==> config.mk <==
export PLATFORM = sky130hd
export DESIGN_NAME = multiples_ctrl
export DESIGN_NICKNAME = d
export VERILOG_FILES = /design/src/rtl/multiples_pkg.sv /design/src/rtl/multiples_slot_ptr.sv /design/src/rtl/multiples_ctrl.sv
export SDC_FILE = /design/constraint.sdc
export NUM_CORES = 1
export LEC_CHECK = 0
export ABC_AREA = 1
export CAP_MARGIN = 20
export CORE_ASPECT_RATIO = 0.7
export CORE_MARGIN = 2
export CORE_UTILIZATION = 26
export CTS_CLUSTER_DIAMETER = 60
export CTS_CLUSTER_SIZE = 24
export DETAILED_ROUTE_END_ITERATION = 8
export GPL_ROUTABILITY_DRIVEN = 0
export PLACE_DENSITY_LB_ADDON = 0.12
export SYNTH_ARGS = -nofsm -noshare
export SYNTH_HDL_FRONTEND = slang
export SYNTH_SLANG_ARGS = --single-unit
==> constraint.sdc <==
create_clock -name clk -period 1.9 [get_ports clk]
set_clock_uncertainty 0.1 [all_clocks]
set_input_delay 0.57 -clock clk [delete_from_list [all_inputs] [get_ports clk]]
set_output_delay 0.57 -clock clk [all_outputs]
set_load 0.01 [all_outputs]
==> src/rtl/multiples_pkg.sv <==
// Shared parameters and helpers for the multiples FIFO storage and its controller.
// Used by multiples_slot_ptr and multiples_ctrl (optional flush: MULTIPLES_CTRL_FLUSH_EN).
package multiples_pkg;

  localparam int DATA_WIDTH  = 32;
  localparam int DEPTH       = 10;
  localparam int ADDR_WIDTH  = 4;
  localparam int COUNT_WIDTH = 4;

  localparam logic [ADDR_WIDTH-1:0] BASE_ADDR = 4'd1;
  localparam logic [ADDR_WIDTH-1:0] LAST_ADDR = BASE_ADDR + ADDR_WIDTH'(DEPTH - 1);

  typedef enum logic [1:0] {
    OCC_HOLD = 2'd0,
    OCC_INC  = 2'd1,
    OCC_DEC  = 2'd2
  } occ_op_e;

  typedef struct packed {
    logic full;
    logic empty;
  } occ_flags_t;

  // Out-of-range slots recover to the first slot rather than running off the map.
  function automatic logic [ADDR_WIDTH-1:0] next_slot(input logic [ADDR_WIDTH-1:0] slot);
    logic [ADDR_WIDTH-1:0] nxt;
    if ((slot >= LAST_ADDR) || (slot < BASE_ADDR)) begin
      nxt = BASE_ADDR;
    end else begin
      nxt = slot + ADDR_WIDTH'(1);
    end
    return nxt;
  endfunction

  function automatic occ_flags_t occ_flags(input logic [COUNT_WIDTH-1:0] cnt);
    occ_flags_t f;
    f.full  = (cnt == COUNT_WIDTH'(DEPTH));
    f.empty = (cnt == {COUNT_WIDTH{1'b0}});
    return f;
  endfunction

endpackage

==> src/rtl/multiples_slot_ptr.sv <==
// Wrapping storage slot pointer (BASE_ADDR..LAST_ADDR), used for both write and read sides.
module multiples_slot_ptr
  import multiples_pkg::*;
(
  input  logic                  clk,
  input  logic                  reset,
  input  logic                  clear,
  input  logic                  advance,
  output logic [ADDR_WIDTH-1:0] slot
);

  logic [ADDR_WIDTH-1:0] slot_r;

  // Pointer register: clear has priority over advance.
  always_ff @(posedge clk or posedge reset) begin
    if (reset) begin
      slot_r <= BASE_ADDR;
    end else if (clear) begin
      slot_r <= BASE_ADDR;
    end else if (advance) begin
      slot_r <= next_slot(slot_r);
    end else begin
      slot_r <= slot_r;
    end
  end

  assign slot = slot_r;

endmodule

==> src/rtl/multiples_ctrl.sv <==
// Pointer/handshake controller for the 10-slot multiples FIFO; storage is external.
// Optional synchronous flush port enabled by MULTIPLES_CTRL_FLUSH_EN.
module multiples_ctrl
  import multiples_pkg::*;
(
  input  logic                   clk,
  input  logic                   reset,
`ifdef MULTIPLES_CTRL_FLUSH_EN
  input  logic                   flush,
`endif
  input  logic                   in_valid,
  output logic                   in_ready,
  input  logic [DATA_WIDTH-1:0]  in_data,
  output logic                   out_valid,
  input  logic                   out_ready,
  output logic [DATA_WIDTH-1:0]  out_data,
  output logic                   fifo_write_enable,
  output logic [ADDR_WIDTH-1:0]  fifo_write_address,
  output logic [DATA_WIDTH-1:0]  fifo_input_data,
  output logic [ADDR_WIDTH-1:0]  fifo_read_address,
  input  logic [DATA_WIDTH-1:0]  fifo_output_data,
  output logic [COUNT_WIDTH-1:0] count,
  output logic                   full,
  output logic                   empty
);

  logic                   flush_s;
  logic                   push_s;
  logic                   pop_s;
  occ_flags_t             flags_s;
  occ_op_e                occ_op_s;
  logic [COUNT_WIDTH-1:0] count_r;
  logic [ADDR_WIDTH-1:0]  wr_slot_s;
  logic [ADDR_WIDTH-1:0]  rd_slot_s;

`ifdef MULTIPLES_CTRL_FLUSH_EN
  assign flush_s = flush;
`else
  assign flush_s = 1'b0;
`endif

  // Handshake depends only on registered occupancy; reset also blocks the write strobe.
  assign flags_s   = occ_flags(count_r);
  assign in_ready  = ~flags_s.full;
  assign out_valid = ~flags_s.empty;
  assign push_s    = in_valid & in_ready & ~flush_s & ~reset;
  assign pop_s     = out_valid & out_ready & ~flush_s;

  // Occupancy update selection.
  always_comb begin
    occ_op_s = OCC_HOLD;
    case ({push_s, pop_s})
      2'b10:   occ_op_s = OCC_INC;
      2'b01:   occ_op_s = OCC_DEC;
      default: occ_op_s = OCC_HOLD;
    endcase
  end

  // Occupancy counter.
  always_ff @(posedge clk or posedge reset) begin
    if (reset) begin
      count_r <= {COUNT_WIDTH{1'b0}};
    end else if (flush_s) begin
      count_r <= {COUNT_WIDTH{1'b0}};
    end else begin
      case (occ_op_s)
        OCC_INC: count_r <= count_r + COUNT_WIDTH'(1);
        OCC_DEC: count_r <= count_r - COUNT_WIDTH'(1);
        default: count_r <= count_r;
      endcase
    end
  end

  multiples_slot_ptr u_wr_ptr (
    .clk     (clk),
    .reset   (reset),
    .clear   (flush_s),
    .advance (push_s),
    .slot    (wr_slot_s)
  );

  multiples_slot_ptr u_rd_ptr (
    .clk     (clk),
    .reset   (reset),
    .clear   (flush_s),
    .advance (pop_s),
    .slot    (rd_slot_s)
  );

  assign fifo_write_enable  = push_s;
  assign fifo_write_address = wr_slot_s;
  assign fifo_input_data    = in_data;
  assign fifo_read_address  = rd_slot_s;
  assign out_data           = fifo_output_data;
  assign count              = count_r;
  assign full               = flags_s.full;
  assign empty              = flags_s.empty;

endmodule

After elaboration in Yosys (flattened, before gate mapping)

Cells that the tools add are included.

Logic and storage cells: 30
Register bits after elaboration: 12
Input bits: 68
Output and inout port bits: 81

Mux-type cells: 4
Bitwise gates (word level): 6
Order comparisons: 4
Add/subtract/negate cells: 4
Eq/ne operators: 5
Reduce and logical (&&, ||, !) cells: 4

Operators with widths:

| kind                                                       | count |
|---|---|
| adder 4 x 1 -> 4 bit, second input constant                | 3 |
| greater-or-equal comparator 4 bit, second input constant   | 2 |
| less-than comparator 4 x 1 -> 1 bit, second input constant | 2 |
| 2-to-1 mux 4 bit                                           | 2 |
| case mux 4 bit (2 select lines)                            | 1 |
| equality test 2 x 1 -> 1 bit, second input constant        | 2 |
| equality test 2 bit, second input constant                 | 2 |
| equality test 4 bit, second input constant                 | 1 |
| zero test 4 bit                                            | 1 |
| case mux 2 bit (2 select lines)                            | 1 |
| subtractor 4 x 1 -> 4 bit, second input constant           | 1 |
| AND 1 bit                                                  | 3 |
| NOT 1 bit                                                  | 3 |
| logical OR 1 bit                                           | 2 |
| nonzero test 2 bit                                         | 1 |

Logic depth before layout (Yosys ltp)

Gate-level depths: netlist of run 1.

Word-level depth: 8
Depth in mapped cells: 13
Mapped depth without buffers: 13

Hierarchy

A second synthesis of run 1 with hierarchy kept.

Cell total of the unflattened synthesis: 182
Area, all modules: 1340.0 µm²

Modules (own cells, without submodules):

| module             | cells each | instances | area an instance (µm²) | sequential area each (µm²) |
|---|---|---|---|---|
| multiples_ctrl     | 108        | 1         | 799.5                  | 100.1 |
| multiples_slot_ptr | 37         | 2         | 270.3                  | 101.3 |

Worst setup path after synthesis of run 1

No wires, ideal clock.

Path kind: register to register
Start: reg count_r[1] (netlist: count[1])
End: reg count_r[3] (netlist: count[3])
Cell stages (with the launch flop): 12
Buffers on the path: 0
Arrival: 1.793 ns
Data required time: 1.684 ns
Path slack: -0.109 ns
Library setup time: 0.116 ns
Period minus slack after synthesis: 2.009 ns
Cell sequence: dfrtp_1 -> nor2_1 -> nand2_4 -> nand2_4 -> inv_4 -> ha_1 -> ha_1 -> or2_1 -> nand3_1 -> nand2_1 -> nand2_1 -> nand2_1

Elaborated cells on any way between the ends: 16
Those cells by class: 2 x add/sub; 5 x eq/ne; 2 x mux; 5 x bitwise; 2 x reduce/logical

RTL lines:

| element                                                                      | line                 | source |
|---|---|---|
| start: declaration                                                           | multiples_ctrl.sv:32 | `logic [COUNT_WIDTH-1:0] count_r;` |
| start signal: assignment                                                     | multiples_ctrl.sv:62 | `count_r <= {COUNT_WIDTH{1'b0}};` |
| start signal: assignment                                                     | multiples_ctrl.sv:64 | `count_r <= {COUNT_WIDTH{1'b0}};` |
| start signal: assignment                                                     | multiples_ctrl.sv:67 | `OCC_INC: count_r <= count_r + COUNT_WIDTH'(1);` |
| zero test 4 bit *                                                            | multiples_pkg.sv:38  | `f.empty = (cnt == {COUNT_WIDTH{1'b0}});` |
| NOT 1 bit *                                                                  | multiples_ctrl.sv:45 | `assign out_valid = ~flags_s.empty;` |
| named net out_valid                                                          | multiples_ctrl.sv:14 | `output logic out_valid,` |
| AND 1 bit *                                                                  | multiples_ctrl.sv:47 | `assign pop_s = out_valid & out_ready & ~flush_s;` |
| named net pop_s                                                              | multiples_ctrl.sv:29 | `logic pop_s;` |
| equality test 2 x 1 -> 1 bit / equality test 2 bit (equally long branches)   | multiples_ctrl.sv:52 | `case ({push_s, pop_s})` |
| case mux 2 bit (2 select lines) *                                            | multiples_ctrl.sv:52 |  |
| equality test 2 bit / equality test 2 x 1 -> 1 bit (equally long branches)   | multiples_ctrl.sv:66 | `case (occ_op_s)` |
| case mux 4 bit (2 select lines) / nonzero test 2 bit (equally long branches) | -                    |  |

Mark *: on every way through the listed nets, which the timed path passes. The rest lies on a longest branch.
A chain may end at the register's enable or synchronous reset.

Final worst setup path of run 1

Start: reg count_r[2] (netlist: count[2])
End: reg count_r[3] (netlist: count[3])

Longest elaborated chain between the ends: 8
Elaborated cells on any way between the ends: 16
Those cells by class: 2 x add/sub; 5 x eq/ne; 2 x mux; 5 x bitwise; 2 x reduce/logical

RTL lines:

| element                                                                      | line                 | source |
|---|---|---|
| equality test 4 bit                                                          | multiples_pkg.sv:37  | `f.full = (cnt == COUNT_WIDTH'(DEPTH));` |
| NOT 1 bit                                                                    | multiples_ctrl.sv:44 | `assign in_ready = ~flags_s.full;` |
| AND 1 bit (2 in series)                                                      | multiples_ctrl.sv:46 | `assign push_s = in_valid & in_ready & ~flush_s & ~reset;` |
| equality test 2 x 1 -> 1 bit / equality test 2 bit (equally long branches)   | multiples_ctrl.sv:52 |  |
| case mux 2 bit (2 select lines)                                              | multiples_ctrl.sv:52 |  |
| equality test 2 bit / equality test 2 x 1 -> 1 bit (equally long branches)   | multiples_ctrl.sv:66 |  |
| case mux 4 bit (2 select lines) / nonzero test 2 bit (equally long branches) | -                    |  |

Several ways; a longest one is shown, not always the timed one.

==> summary.md, run 1 <==
| Metric | Value |
|---|---|
| Status | finished, violations left |
| Failing checks | setup timing |
| Vias in the first global route | roughly 940 |
| Core ar. | about 5300 µm² |
| #FFs+latches synth | 12 |
| Hold Crit Class | in2async |
| Global-route wire length before repair | between 4000 and 5000 µm |
| Hold Worst Slack | ~0.27 ns |
| Final setup margin | -0.05100 ns |
| Detailed Route WL | around 2800 µm |
| Net total in the final layout | approximately 250 |
| CTS clock-pin slew for the worst setup and hold paths | ~0.050 ns |
| GRT Resource Usage Total | ~9.0% |
| Syn nets | 265 |
| DRC violation total after the first TritonRoute iteration | 17 |
| Via/cell ratio | between 3 and 4 |
| Final setup fails | 3 |
| IO Pins | 149 |
| Ys async rst share | between 90% and 100% |
| CTS Sinks | 12 |
| Yosys cell types | 21 |
| R2R depth | 12 |
| Dominant cell type by area after synthesis | buf_4 |
| FF-to-FF Start | count[2] |
| Via Count | between 900 and 1000 |
| Clk root buf | clkbuf_8 |
| PwrDens | roughly 1500 nW/µm² |
| Average wire per standard cell | 11.22 µm |
| Synthesized instance count | about 190 |
| Synth top area share | about 33% |
| Final Slew Violations | 0 |
| CP Class | reg2reg |
| Power Total | about 2.3 mW |
| H-tree depth | 1 |
| Critical path fanouts, max | 4 |
| Worst setup SP type | flip-flop |
| Fmax achieved | between 500 and 600 MHz |
| Die Span Y | between 60 and 70 µm |
| Critical Path RT | about 1.9 ns |
| Placed cell areas | 1386 µm² |
| VDD IR max | about 0.0005 V |
| Non-filler cells, final | between 200 and 250 |
| # diodes | 0 |
| EDFF count, synth | 0 |
| Fin util | 28.74% |
| Routed wl met3 | between 200 and 300 µm |
| Tmin final | slightly below 2 ns |
| CTS tree | built |
| Final ANT Viol Nets | 0 |
| TritonRoute pass-1 iters | 4 |
| Largest net degree at the start of global routing | 13 |
| Layout cells sized above 1 | roughly 34% |
| Seq/Total Area, Yosys | between 20% and 30% |
| Mapped Area | 1436 µm² |
| Main synth FF type | dfrtp_1 |
| CP Capture Type | flip-flop |
| Finished Cell Area | around 1500 µm² |
| Synth cell count leaders | buf_4, nand2_1, inv_1, nand3_1, dfrtp_1 |
| Fin. Hold Viols | 0 |
| Port Buffers | 20 |
| DRC Markers | 0 |
| Flop2flop setup slack | -0.05 ns |
| Grt total ovfl | 0 |
| Effective utilization at floorplan | 27.18% |
| RSZ-0062 raised after global routing | true |
| Pre-CTS setup slack | -0.6795 ns |
| Synthesized area per cell | between 7 and 8 µm² |
| Cts hold-fix bufs | 0 |
| Wl on met1 | 1210 µm |
| Die area | 6144 µm² |
| Max_cap viols | 0 |
| Clock Latency Late Sink | roughly 0.24 ns |
| Routed met2 length | about 1100 µm |
| Post-DP HPWL | between 2000 and 2500 µm |
| Top-count cell post-synth | buf_4 |
| Syn. warnings | 0 |
| Area grow syn2layout | 5.749% |
| Die X | between 90 and 100 µm |
| Cell Rows | 22 |
| Cts bufs inserted | 3 |
| Max layer used | met4 |
| Top post-synthesis cells by area | buf_4, dfrtp_1, nand2_1 |
| Period utilization | 102.7% |
| RR Endpoint | count[3] |
| Initial antenna violation count | 0 |
| Crit path from | count[2] |
| TNS Setup | -0.1006 ns |
| Leakage power | 0.8585 nW |
| Max clock buf depth | 2 |
| Worst Path Arrival | between 1.5 and 2 ns |
| Placed cells | 230 |
| Setup crit end | count[3] |
| Slew @ Worst Pin | 0.1625 ns |
| Slew HR | 89.05% |
## power breakdown
group	switching, mW	total [mW]	internal [mW]
sequential	0.0842	0.475	0.391
clock	0.0916	0.274	0.183
combinational	0.818	1.58	0.767
total	0.994	2.33	1.34
## state kept, by name, summed over array words and instances, names as in the netlist
signal	count
u_wr_ptr.slot	4
u_rd_ptr.slot	4
count	4
## area by class of cell
| class | count | area, µm² |
|---|---|---|
| clock buffers | 4 | 55.05 |
| fillers | 586 | 3766 |
| inverters | 23 | 96.34 |
| multi-input cells | 88 | 591.8 |
| flip-flops and latches | 12 | 302.8 |
| well taps | 72 | 90.09 |
| repair buffers | 46 | 382.9 |
## worst max-delay path: stages (launching register included)
cell	delay, ns
dfrtp_1	0.40
nor2_4	0.17
nand2_4	0.08
buf_6	0.13
nand2_8	0.07
buf_6	0.10
ha_4	0.16
ha_4	0.20
or2_1	0.22
nand3_1	0.07
nand2_1	0.05
nand2_1	0.05
nand2_1	0.04
## how the worst min path moves through the flow
stage                      from          endpoint  slack, ns  depth (start not counted)
2_1_floorplan             reset          count[0]       0.33                          1
3_3_place_gp   u_rd_ptr.slot[2]  u_rd_ptr.slot[2]       0.49                          2
3_5_place_dp   u_rd_ptr.slot[2]  u_rd_ptr.slot[2]       0.48                          2
4_1_cts                   reset  u_wr_ptr.slot[3]       0.27                          3
5_1_grt                   reset  u_wr_ptr.slot[3]       0.30                          3
6_report                  reset  u_wr_ptr.slot[3]       0.27                          3
## layer usage
| metal | vias up | track usage, % |
|---|---|---|
| li1 | 478 | - |
| met1 | 424 | 10.97 |
| met2 | 43 | 12.68 |
| met3 | 30 | 3.877 |
| met4 | 0 | 6.434 |
| met5 | - | 0 |
## cells in the final DEF (no fill, tap or decap), types with 2 or more instances in the layout
cell type        instances
dlygate4sd2_1            8
xor2_1                   3
dfstp_2                  2
nand2_4                  5
o21ai_0                  2
nand2_1                 36
nand2_2                  2
clkdlybuf4s50_1          5
buf_6                    3
inv_1                   15
dfrtp_1                 10
o21ai_1                  2
inv_2                    6
nor2_4                   2
buf_4                   24
ha_1                     7
clkbuf_8                 4
nor2_1                   5
nand3_1                 17
clkbuf_2                 2
ha_4                     2
## what timing repair did
action / 4_1_cts / 5_1_grt
endpoints found under the setup margin: 15 / 8
resized for setup: 30 / 7
pin swaps: 11 / 7
buffers inserted: 5 / 6
## cells by family after synthesis
| group | Yosys count | synth area share (%) |
|---|---|---|
| AO/OA/AOI/OAI | 4 | 1.394 |
| XOR/XNOR | 4 | 2.439 |
| adder cells (fa/ha/maj) | 10 | 9.234 |
| buffers and inverters | 87 | 40.16 |
| flip-flops | 12 | 21.08 |
| AND/OR/NAND/NOR | 70 | 25.70 |
No activity file was read; power rests on OpenSTA's default activity.
==> run 2, diff against run 1 <==
CAP_MARGIN = not set   (was 20)
SKIP_LAST_GASP = 1   (was not set)
==> results of run 2 <==
The final DEF is identical to that of run 1; final timing and power are the same.
Main changes from that run: number of gates resized after CTS 30 -> 29; wire length of the first global-routing pass 4409 µm -> 4436 µm; via count of the first global-routing pass 939 -> 941; overall routing resource usage 9.013% -> 9.062%; met1 usage 10.97% -> 11.03%; met2 usage 12.68% -> 12.77%
==> run 3, diff against run 2 <==
REMOVE_ABC_BUFFERS = 1   (was not set)
==> run 3 against run 2 <==
Net effect: highest routed layer is now met5; non-clock buffer count fell by 6; critical path depth fell by 7; critical endpoint is now fifo_write_enable; maximum frequency rose by 4.4%; combinational power barely moved; first-iteration DRC count rose by 150%; power rose by 0.91%; the run now ends clean; sequential power rose by 4%.
==> summary.md, run 3 (synthesized netlist as in run 1, its figures left out) <==
| Metric | Value |
|---|---|
| Status | finished, final reports clean |
| Worst setup SP type | input pin |
| Cts hold-fix bufs | 0 (unchanged) |
| Area grow syn2layout | 3.310% |
| Critical path fanouts, max | 3 (-1) |
| H-tree depth | 1 (unchanged) |
| Fmax achieved | 535.2 MHz (+4.4%) |
| Die area | 6144 µm² (unchanged) |
| CTS tree | built |
| Placed cell areas | 1351 µm² (-2.5%) |
| CP Class | in2out |
| Slowest-stage cell, CP | clkdlybuf4s15_1 |
| Ordered cell list for the critical path | clkdlybuf4s15_1, nor2_8, nand2_8, inv_8, buf_6 |
| Final setup fails | 0 (-3) |
| Met1 GRT Util | between 20% and 30% |
| Fin. Hold Viols | 0 (unchanged) |
| IO Pins | 149 (unchanged) |
| R2R depth | 12 (unchanged) |
| Final ANT Viol Nets | 0 (unchanged) |
| CP Capture Type | primary output |
| Hold Crit Class | in2async |
| Layout cells sized above 1 | 32.93% (-1.2 points) |
| Tmin final | 1.869 ns (-0.08247 ns) |
| Cell Rows | 22 (unchanged) |
| Die Span Y | 66.19 µm (unchanged) |
| Effective utilization at floorplan | 27.18% (unchanged) |
| Worst Path Arrival | 1.20 ns (-0.78 ns) |
| M3 GR Usage | 35.69% (+32 points) |
| Global-route wire length before repair | 8838 µm |
| CTS clock-pin slew for the worst setup and hold paths | 0.06 ns (about the same) |
| Port Buffers | 20 (unchanged) |
| Commonest non-fill, non-tap cell in the layout | nand2_1 |
| Largest net degree at the start of global routing | 13 (unchanged) |
| Detailed Route WL | 6952 µm (+150%) |
| Leakage power | 0.8184 nW (-4.7%) |
| Via Count | 1087 (+11%) |
| CTS Sinks | 12 (unchanged) |
| Hold Worst Slack | 0.4177 ns (+0.1517 ns) |
| Period utilization | 98.34% (-4.3 points) |
| Grt peak-use layer | met3 |
| GRT Resource Usage Total | 22.34% |
| Final Slew Violations | 0 (unchanged) |
| Core ar. | 5285 µm² (unchanged) |
| Placed cells | 229 (-0.43%) |
| Critical Path RT | 1.23 ns (-0.70 ns) |
| DRC Markers | 0 (unchanged) |
| Clk root buf | clkbuf_8 |
| Clock Latency Late Sink | 0.24 ns (about the same) |
| Via/cell ratio | 4.548 (+14%) |
| Non-filler cells, final | 239 (-2.4%) |
| Max incr delay on CP | 0.25 ns (-0.15 ns) |
| Max_cap viols | 0 (unchanged) |
| Finished Cell Area | 1484 µm² (-2.3%) |
| Slew HR | 85.77% (-3.3 points) |
| Net total in the final layout | 246 (-2.4%) |
| Grt total ovfl | 0 (unchanged) |
| Initial antenna violation count | 0 (unchanged) |
| DRC violation total after the first TritonRoute iteration | 42 (+25) |
| Average wire per standard cell | 29.09 µm (+160%) |
| Vias in the first global route | between 900 and 1000 |
| Max clock buf depth | 2 (unchanged) |
| Die X | 92.84 µm (unchanged) |
| PwrDens | 1587 nW/µm² (+3.3%) |
| RSZ-0062 raised after global routing | true |
| VDD IR max | 0.0005045 V (+0.68%) |
| Commonest cells after routing, fill and taps aside | nand2_1, buf_4, nand3_1, inv_1 |
| TritonRoute pass-1 iters | 5 (+1) |
| M2 GR Usage | 25.36% |
| Slew @ Worst Pin | 0.2134 ns (+0.05091 ns) |
| Post-DP HPWL | 6070 µm (+180%) |
| Cts bufs inserted | 3 (unchanged) |
| # diodes | 0 (unchanged) |
| Number of fill cells | 584 (-0.34%) |
[run 3: cell types whose count changed in the layout (fill, tap and decap cells not counted), sizes merged]
cell / delta
buf: -5
clkbuf: -1
[run 3: power by group]
| part | internal (mW) | leakage, nW | switching (mW) |
|---|---|---|---|
| registers | 0.393 | 0.147 | 0.0997 |
| clock network | 0.183 | 0.0288 | 0.103 |
| logic | 0.746 | 0.643 | 0.829 |
[run 3: final cells by class]
class,instances,area [µm²],area share [%]
Clock buffer,4,55.05,3.710
Tap cell,72,90.09,6.071
Timing Repair Buffer,40,336.6,22.68
Sequential cell,12,305.3,20.57
Inverter,23,96.34,6.492
Multi-Input combinational cell,88,600.6,40.47
[run 3: metal layers]
metal	vias up	wire length (µm)
met1	462	2141
met2	148	2409
met5	-	33
li1	463	-
met3	12	2328
met4	2	39
[run 3: critical path, delay by kind of cell]
family | cells | cell delay (ns)
buf+inv | 3 | 0.39
simple gates | 2 | 0.23
[run 3: path summary, 6_finish.rpt]
path,startpoint,endpoint,slack [ns]
worst min-delay path,reset,u_wr_ptr.slot[2],0.42
max in group asynchronous,reset,u_rd_ptr.slot[0],1.04
worst min register to register,u_wr_ptr.slot[2],u_wr_ptr.slot[2],0.49
min in group clk,u_wr_ptr.slot[2],u_wr_ptr.slot[2],0.49
worst max register to register,count[1],count[3],0.03
worst max-delay path,reset,fifo_write_enable,0.03
[run 3: repair_timing]
action                     4_1_cts  5_1_grt
pin swaps                        5        7
setup endpoints to repair       17       10
gates resized for setup         32       13
setup buffers                    6        1
[run 3: stage by stage]
step                      utilization [%]  TNS (ns)  setup WS [ns]  total power [mW]
after floorplan                         -   -0.1195        -0.1095             1.325
after global placement              25.57    -2.731        -0.6667             1.951
after detailed placement            25.57    -2.836        -0.6842             1.957
after CTS                           27.77   -0.3962       -0.06438             2.315
after global routing                28.08   -0.1539       -0.07252             2.564
final                               28.08         0        0.03147             2.355
==> patch: new RTL, flow settings as in run 1 <==
Make the reset (`reset`) synchronous in 2 clocked blocks.
--- a/src/rtl/multiples_slot_ptr.sv
+++ b/src/rtl/multiples_slot_ptr.sv
@@ -12,7 +12,7 @@
   logic [ADDR_WIDTH-1:0] slot_r;
 
   // Pointer register: clear has priority over advance.
-  always_ff @(posedge clk or posedge reset) begin
+  always_ff @(posedge clk) begin
     if (reset) begin
       slot_r <= BASE_ADDR;
     end else if (clear) begin
--- a/src/rtl/multiples_ctrl.sv
+++ b/src/rtl/multiples_ctrl.sv
@@ -57,7 +57,7 @@
   end
 
   // Occupancy counter.
-  always_ff @(posedge clk or posedge reset) begin
+  always_ff @(posedge clk) begin
     if (reset) begin
       count_r <= {COUNT_WIDTH{1'b0}};
     end else if (flush_s) begin
Function: differs if reset is asserted again (counterexample within 4 cycles, from zero or initial values and one cycle with reset high); with reset held inactive, the same outputs for 10 cycles.
==> patch against run 1 <==
- non-clock buffer count decreased by 8
- global-route usage rose by 0.33 points
- power fell by 24%
- register-to-register slack gained 150 ps
- core utilization decreased by 0.81 points
- wire length is 0.25% higher
- setup slack improved by 81 ps
- design area decreased by 11%
- hold slack better by 130 ps
- combinational power shrank 31%
- sequential cell count stayed put
- area after synthesis down 7.6%
- critical endpoint is now fifo_read_address[0]
- largest power group unchanged
- highest routed layer unchanged
==> patch: results (changes against run 1) <==
worst-margin pin slew 191.6 ps (was 162.5 ps); drt total wl 2757 um (was 2750 um); all-layer global routing usage 9.347% (was 9.013%); WL met3 376 um (was 257 um); post-synth cell types 22 (was 21); outcome finished, final reports clean (was finished with violations); initial DRC count 32 (was 17); inverter count 22 (was 23); met2 WL 1167 um (was 1117 um); nonclk buf count 38 (was 46); multi-input logic area 558.0 um^2 (was 591.8 um^2); met2 Usage GRT 12.96% (was 12.68%); layout cells sized above 1 28.93% (was 34.10%); Synth Area in XOR/XNOR 1.320% (was 2.439%); Routed WL per cell 12.09 um (was 11.22 um); fin util 27.93% (was 28.74%); largest net degree at the start of global routing 8 (was 13); Worst EP arrival 1200 ps (was 1980 ps); multi-input gates 83 (was 88); Pleak 0.7092 nW (was 0.8585 nW); VDD IR max 0.3451 mV (was 0.5011 mV); Syn Nets 260 (was 265); sequential cells 12 (unchanged); Synth Area in Compound Gates 5.090% (was 1.394%); Async SR Flop Fraction 0% (was 100.0%); Synth area leaders buf_4 (36%), dfxtp_1 (18%), ha_1 (8.5%) (was buf_4 (33%), dfrtp_1 (17%), nand2_1 (9.4%)); hold buffers post-CTS 0 (unchanged); fill count 528 (was 586); clock buf count 4 (unchanged); GRT met3 Usage 5.814% (was 3.877%); Final clock-cell share 4.055% (was 3.624%); routed length on met1 1176 um (was 1210 um); Die Area 0.005703 mm^2 (was 0.006144 mm^2); Synth top cells by count buf_4 (64), nand2_1 (27), inv_1 (21) (was buf_4 (64), nand2_1 (36), inv_1 (17), nand3_1 (17), dfrtp_1 (10)); Mapped Cells 182 (was 187); # H-tree levels 1 (unchanged); sequential portion of the cell area 18.25% (was 19.93%); placed cells 223 (was 230); Post-DP Area 0.001296 mm^2 (was 0.001386 mm^2); buffering overhead 23.59% (was 25.21%); Synth Area in Adders 9.991% (was 9.233%); Vias 904 (was 975); max incr delay on CP 570 ps (was 400 ps); first-pass GRT wire length 4084 um (was 4409 um); met1 usage 11.98% (was 10.97%); Place WS -615.2 ps (was -679.5 ps); CP max stage cell clkdlybuf4s50_1 (was dfrtp_1); Worst Hold Class reg -> reg (was in -> async); number of global-route vias before repair 818 (was 939); ys flop type dfxtp_1 (was dfrtp_1); final net count 238 (was 252); DP HPWL 2308 um (was 2207 um); CP delay by family, top buffers and inverters (was simple AND/OR/NAND/NOR gates)
## patch: cell count changes after synthesis, sizes merged, moves of 2 or more
cell   before  now
nand3      17   13
xor2        3    1
a21oi       0    7
dfxtp       0   12
nor2        8   12
nand2      44   31
dfrtp      10    0
dfstp       2    0
## patch: power breakdown
group / internal [mW] / switching [mW] / total [mW]
Clock: 0.183 / 0.108 / 0.291
Combinational: 0.553 / 0.541 / 1.09
Sequential: 0.328 / 0.0707 / 0.399
## patch: final timing paths
path	slack, ps	to	cells past startpoint	from
worst max register to register	100	count[3]	12	count[2]
worst max-delay path	30	fifo_read_address[0]	1	u_rd_ptr.slot[0]
worst min-delay path	400	u_rd_ptr.slot[3]	2	u_rd_ptr.slot[3]
worst min register to register	400	u_rd_ptr.slot[3]	2	u_rd_ptr.slot[3]
## patch: timing repair
action                     4_1_cts  5_1_grt
gates resized for setup         25        5
setup endpoints to repair       12        4
cloned                           0        0
pin swaps                        7        3
setup buffers                    1        0
